===== src/rtl/exec_pkg.sv =====
// Shared constants for the execution unit: opcode values, ALU function
// encoding and the default datapath width / data-memory depth.
package exec_pkg;

  localparam int DEF_W     = 8;
  localparam int DEF_DEPTH = 256;

  localparam logic [3:0] OP_RTYPE = 4'b0000;
  localparam logic [3:0] OP_ADDI  = 4'b0001;
  localparam logic [3:0] OP_ANDI  = 4'b0010;
  localparam logic [3:0] OP_ORI   = 4'b0011;
  localparam logic [3:0] OP_LW    = 4'b0100;
  localparam logic [3:0] OP_SW    = 4'b0101;
  localparam logic [3:0] OP_BEQ   = 4'b0110;
  localparam logic [3:0] OP_BNE   = 4'b0111;
  localparam logic [3:0] OP_JMP   = 4'b1000;

  typedef enum logic [2:0] {
    ALU_ADD = 3'b000,
    ALU_SUB = 3'b001,
    ALU_AND = 3'b010,
    ALU_OR  = 3'b011,
    ALU_XOR = 3'b100,
    ALU_SLL = 3'b101,
    ALU_SRL = 3'b110,
    ALU_SLT = 3'b111
  } alu_fn_e;

endpackage


===== src/rtl/exec_alu.sv =====
// Combinational ALU. Shifts exist only when EXEC_SHIFT_EN is defined;
// otherwise the shift encodings return zero and no shifter is built.
module exec_alu
  import exec_pkg::*;
#(
  parameter int W = DEF_W
) (
  input  logic [W-1:0] a_i,
  input  logic [W-1:0] b_i,
  input  alu_fn_e      fn_i,
  output logic [W-1:0] y_o
);

  always_comb begin
    y_o = '0;
    case (fn_i)
      ALU_ADD: y_o = a_i + b_i;
      ALU_SUB: y_o = a_i - b_i;
      ALU_AND: y_o = a_i & b_i;
      ALU_OR:  y_o = a_i | b_i;
      ALU_XOR: y_o = a_i ^ b_i;
`ifdef EXEC_SHIFT_EN
      ALU_SLL: y_o = a_i << b_i[2:0];
      ALU_SRL: y_o = a_i >> b_i[2:0];
`else
      ALU_SLL: y_o = '0;
      ALU_SRL: y_o = '0;
`endif
      ALU_SLT: y_o = {{(W-1){1'b0}}, ($signed(a_i) < $signed(b_i))};
      default: y_o = '0;
    endcase
  end

endmodule


===== src/rtl/cpu_exec_unit.sv =====
// Single-cycle execute stage: opcode decode, ALU, branch resolve and a byte
// data memory. Optional shifts are enabled with the EXEC_SHIFT_EN macro.
module cpu_exec_unit
  import exec_pkg::*;
#(
  parameter int DEPTH = DEF_DEPTH,
  parameter int W     = DEF_W
) (
  input  logic         clk,
  input  logic         rst,
  input  logic [3:0]   opcode,
  input  logic [2:0]   func,
  input  logic [W-1:0] ra,
  input  logic [W-1:0] rb,
  input  logic [W-1:0] imm,
  output logic         reg_dst,
  output logic         reg_write,
  output logic         alusrc,
  output logic [2:0]   alufn,
  output logic         mem_read,
  output logic         mem_write,
  output logic         mem_to_reg,
  output logic         nia,
  output logic         br,
  output logic [W-1:0] aluout,
  output logic [W-1:0] mem_out,
  output logic [W-1:0] wb_data
);

  localparam int AW = (DEPTH > 1) ? $clog2(DEPTH) : 1;

  alu_fn_e       alu_fn;
  logic          is_beq;
  logic          is_bne;
  logic          zero;
  logic [W-1:0]  alu_b;
  logic [AW-1:0] addr;
  logic [W-1:0]  mem_q [DEPTH];

  // NOTE: every output is given a default before the case so that no path
  // leaves a signal unassigned; an unassigned path would infer a latch.
  always_comb begin
    reg_dst    = 1'b0;
    reg_write  = 1'b0;
    alusrc     = 1'b0;
    alu_fn     = ALU_ADD;
    mem_read   = 1'b0;
    mem_write  = 1'b0;
    mem_to_reg = 1'b0;
    nia        = 1'b1;
    is_beq     = 1'b0;
    is_bne     = 1'b0;
    case (opcode)
      OP_RTYPE: begin
        alu_fn    = alu_fn_e'(func);
        reg_write = 1'b1;
        reg_dst   = 1'b1;
      end
      OP_ADDI, OP_ANDI, OP_ORI: begin
        alu_fn    = (opcode == OP_ADDI) ? ALU_ADD :
                    (opcode == OP_ANDI) ? ALU_AND : ALU_OR;
        alusrc    = 1'b1;
        reg_write = 1'b1;
      end
      OP_LW: begin
        alusrc     = 1'b1;
        mem_read   = 1'b1;
        mem_to_reg = 1'b1;
        reg_write  = 1'b1;
      end
      OP_SW: begin
        alusrc    = 1'b1;
        mem_write = 1'b1;
      end
      OP_BEQ: begin
        alu_fn = ALU_SUB;
        is_beq = 1'b1;
      end
      OP_BNE: begin
        alu_fn = ALU_SUB;
        is_bne = 1'b1;
      end
      OP_JMP:  nia = 1'b0;
      default: ;
    endcase
  end

  assign alufn = alu_fn;
  assign alu_b = alusrc ? imm : rb;

  exec_alu #(.W(W)) u_alu (
    .a_i  (ra),
    .b_i  (alu_b),
    .fn_i (alu_fn),
    .y_o  (aluout)
  );

  assign zero = (aluout == '0);
  assign br   = (is_beq & zero) | (is_bne & ~zero);

  // The ALU result wraps onto a smaller memory rather than going out of range.
  assign addr    = AW'(32'(aluout) % DEPTH);
  assign mem_out = mem_read ? mem_q[addr] : '0;
  assign wb_data = mem_to_reg ? mem_out : aluout;

  // NOTE: the memory is reset on purpose: every byte must read as zero while
  // rst is high, so the array is built from resettable flops, not a RAM macro.
  // NOTE: sequential state uses <= so all flops sample pre-edge values.
  always_ff @(posedge clk or posedge rst) begin
    if (rst) begin
      for (int i = 0; i < DEPTH; i++) mem_q[i] <= '0;
    end else if (mem_write) begin
      mem_q[addr] <= rb;
    end
  end

endmodule


===== config.mk =====
export PLATFORM = sky130hd
export DESIGN_NAME = cpu_exec_unit
export DESIGN_NICKNAME = d
export VERILOG_FILES = /design/src/rtl/exec_pkg.sv /design/src/rtl/exec_alu.sv /design/src/rtl/cpu_exec_unit.sv
export SDC_FILE = /design/constraint.sdc
export NUM_CORES = 2
export LEC_CHECK = 0
export ABC_AREA = 1
export BUFFER_PORTS_ARGS = -buffer_cell sky130_fd_sc_hd__buf_4
export CAP_MARGIN = 20
export CORE_ASPECT_RATIO = 1.4
export CORE_UTILIZATION = 35
export CTS_CLUSTER_DIAMETER = 30
export DETAILED_ROUTE_END_ITERATION = 8
export PLACE_DENSITY = 0.48
export SYNTH_ARGS = -nofsm -noshare
export SYNTH_HDL_FRONTEND = slang
export SYNTH_SLANG_ARGS = --single-unit

===== constraint.sdc =====
create_clock -name clk -period 65.8 [get_ports clk]
set_input_delay 13.16 -clock clk [delete_from_list [all_inputs] [get_ports clk]]
set_output_delay 13.16 -clock clk [all_outputs]
set_load 0.1 [all_outputs]

==> reports/qor.txt <==
Status: finished, final reports clean
DRT antenna net count: 0
# hold bufs at CTS: 0
Worst Path Arrival: 22.23 ns
Critical Path Start Type: input port
Vias/cell: 5.081
Critical path data required time: 52.64 ns
Mean Syn Cell Area: 7.357 um2
Syn Inst Count: 13,336
Adder-Cell Fraction of Synth Area: 0.003469
Aggregate global routing overflow: 0
Via count: 87,019
Top-level I/O count: 68
Compound-cell area share of the yosys netlist: 0.1103
Minimum clock period: 35.39 ns
Hpwl dp: 209.3 mm
Post-synth EDFFs: 0
Share of layout cells above drive strength 1: 0.08363
Worst-margin pin slew: 1.224 ns
F_max: 0.02826 GHz
DP Area: 100,600 um2
Multiplexer area fraction after synthesis: 0
Syn nets: 13,395
Hold Path Class: register to register
Final GP Congestion: 0.8671
Die height: 628.5 um
Largest register by flop count: mem_q
Fraction of registers with async set/reset: 1.000
Pre-CTS setup slack: 30.43 ns
Share of the synthesized area in the top cell type: 0.5223
Clock Tree Buf Depth: 4
TritonCTS Buffers: 445
Skew final: 0 ns
Number of flip-flops in the largest register: 2,048
Max-slew headroom: 0.1839
Total leakage power: 0.05818 uW
Pwr per Cell Area: 35.22 nW/um2
TritonCTS Sinks: 2,048
Slowest cell on the critical path: o21ai_1
Final setup viols: 0
Final wirelength: 358.9 mm
Final Cell Area: 116,800 um2
Critical path's largest stage delay: 0.81 ns
Simple-gate share of the synthesized area: 0.3183
RSZ-0062 raised after global routing: no
Biggest regs: mem_q x2048
Net Sw Frac: 0.2738
Num rows: 229
Routed wire length per instance: 20.95 um
Starting Density: 0.3527
Chip width: 449.5 um
Seq pwr share: 0.320
Vias in the first global route: 86,702
Synth cell types: 31
Clk_lat worst skew: 0.90 ns
Syn-to-layout area delta: 19.05%
Seq/Total Area, Yosys: 0.5223
Final worst setup slack: 30.41 ns
Crit. End Element: primary output
# port buffers: 67
Synth area leaders: dfrtp_1, nand2_1, o21ai_0, o21ai_1, clkbuf_1
Setup TNS: 0 ns
Iteration-0 DRC Markers: 7,645
#FFs+latches synth: 2,048
Ys Warns: 0
Post-CTS setup buffer count: 0
Main combinational cell family by area after synthesis: simple AND/OR/NAND/NOR gates
DRC Markers: 0
Combinational power share: 0.103
Most frequent cells after synthesis: nand2_1, dfrtp_1, o21ai_0, o21ai_1, clkbuf_1
Final period utilization: 0.5379
Leading area contributor after synthesis: dfrtp_1
Final count of hold timing violations: 0
Mapped Area: 98,120 um2
CTS tree: built
Core Region: 278,200 um2
Top-count cell post-synth: nand2_1
Peak supply drop: 0.01997 mV
Critical path type: input port to primary output
Total Routing Usage GR: 0.2518
Sw Pwr: 1126 uW
Commonest register cell after synthesis: dfrtp_1
Post-synthesis xor/xnor area fraction: 0.0005356
Maxcap violations: 0
Largest net degree at the start of global routing: 174
Int Pwr: 2987 uW
Die Area: 282,500 um2
# nets final: 13,102
Global-route wire length before repair: 550.6 mm
First drt pass iteration count: 9
Root Buffer: clkbuf_16
# resized after CTS: 0
Worst-path clk slew: 0.05 ns
Clock share of power: 0.577
Initial antenna violation count: 15
H-Tree Level Count: 5
Cell mode on critical path: nand2_1
Final slew viol count: 0
Crit path max fanout: 148
==> critical path: cells and delay by family <==
family / cells / cell delay (ns)
adders and majority gates: 2 / 0.72
AOI/OAI and AO/OA: 5 / 1.60
buffers and inverters: 9 / 4.01
and+or+nand+nor: 17 / 2.45
==> final timing paths <==
kind                             start  slack [ns]          end  depth (start not counted)
max                          opcode[3]       30.41   wb_data[2]                         33
min                         mem_q[575]        0.48   mem_q[575]                          2
max reg2reg                mem_q[2012]       65.06  mem_q[2012]                          2
min reg2reg                 mem_q[575]        0.48   mem_q[575]                          2
max in group asynchronous          rst       47.74  mem_q[1936]                          8
min in group asynchronous          rst       12.40  mem_q[1772]                          2
==> power by group through the flow <==
stage          Sequential (uW)  Combinational [uW]  Clock (uW)
6_report                  1310                 425        2370
5_1_grt                   1320                 453        2470
4_1_cts                   1310                 426        2410
3_5_place_dp              1330                 425           0
3_3_place_gp              1330                 424           0
2_1_floorplan             1340                 263           0
==> cell families (layout without fill, tap and decap cells) <==
kind of cell    after synthesis  after routing
compound gates             2154           2154
xor+xnor                      6              6
fa+ha+maj                    26             26
buf+inv                    1050           1131
flops                      2048           2048
other cells                   0             13
simple gates               8052           8052
==> area by class of cell <==
cell class	count	area [um2]
clock inverters	258	3611
clock buffers	563	12470
diodes	13	32.53
fillers	28503	161400
well taps	3696	4624
repair buffers	216	1874
multi-input cells	10238	42510
flip-flops and latches	2048	51250
inverters	94	436.7
==> cell usage in the layout (no fill, tap or decap), drive strengths merged, types with 4 or more instances in the layout <==
| master | Yosys | routed |
|---|---|---|
| nand4 | 4 | 4 |
| dfrtp | 2048 | 2048 |
| nand3 | 439 | 439 |
| clkinvlp | 0 | 53 |
| ha | 24 | 24 |
| diode | 0 | 13 |
| inv | 93 | 108 |
| bufinv | 0 | 76 |
| a21oi | 25 | 25 |
| nor2 | 297 | 297 |
| xor2 | 6 | 6 |
| buf | 329 | 216 |
| clkinv | 1 | 115 |
| nand2 | 7308 | 7308 |
| o21ai | 2121 | 2121 |
| clkbuf | 627 | 563 |
==> stage by stage <==
stage / hold WS, ns / utilization / total power (uW) / cells
after floorplan: 0.4534 / - / 1600 / 13336
after global placement: 0.4652 / 0.3617 / 1757 / 16288
after detailed placement: 0.4727 / 0.3617 / 1759 / 16290
after CTS: 0.4840 / 0.4195 / 4149 / 17111
after global routing: 0.4907 / 0.4197 / 4245 / 17116
final: 0.4784 / 0.4198 / 4114 / 17126
==> per-layer routing <==
metal  vias to the layer above  global-route usage  wire (um)
li1                      41663                   -          -
met1                     42289              0.3209     152500
met2                      2432              0.4282     172200
met3                       631             0.03442      18560
met4                         4              0.1017      15500
met5                         -                   0         36
Power figures use the tool's default switching activity.
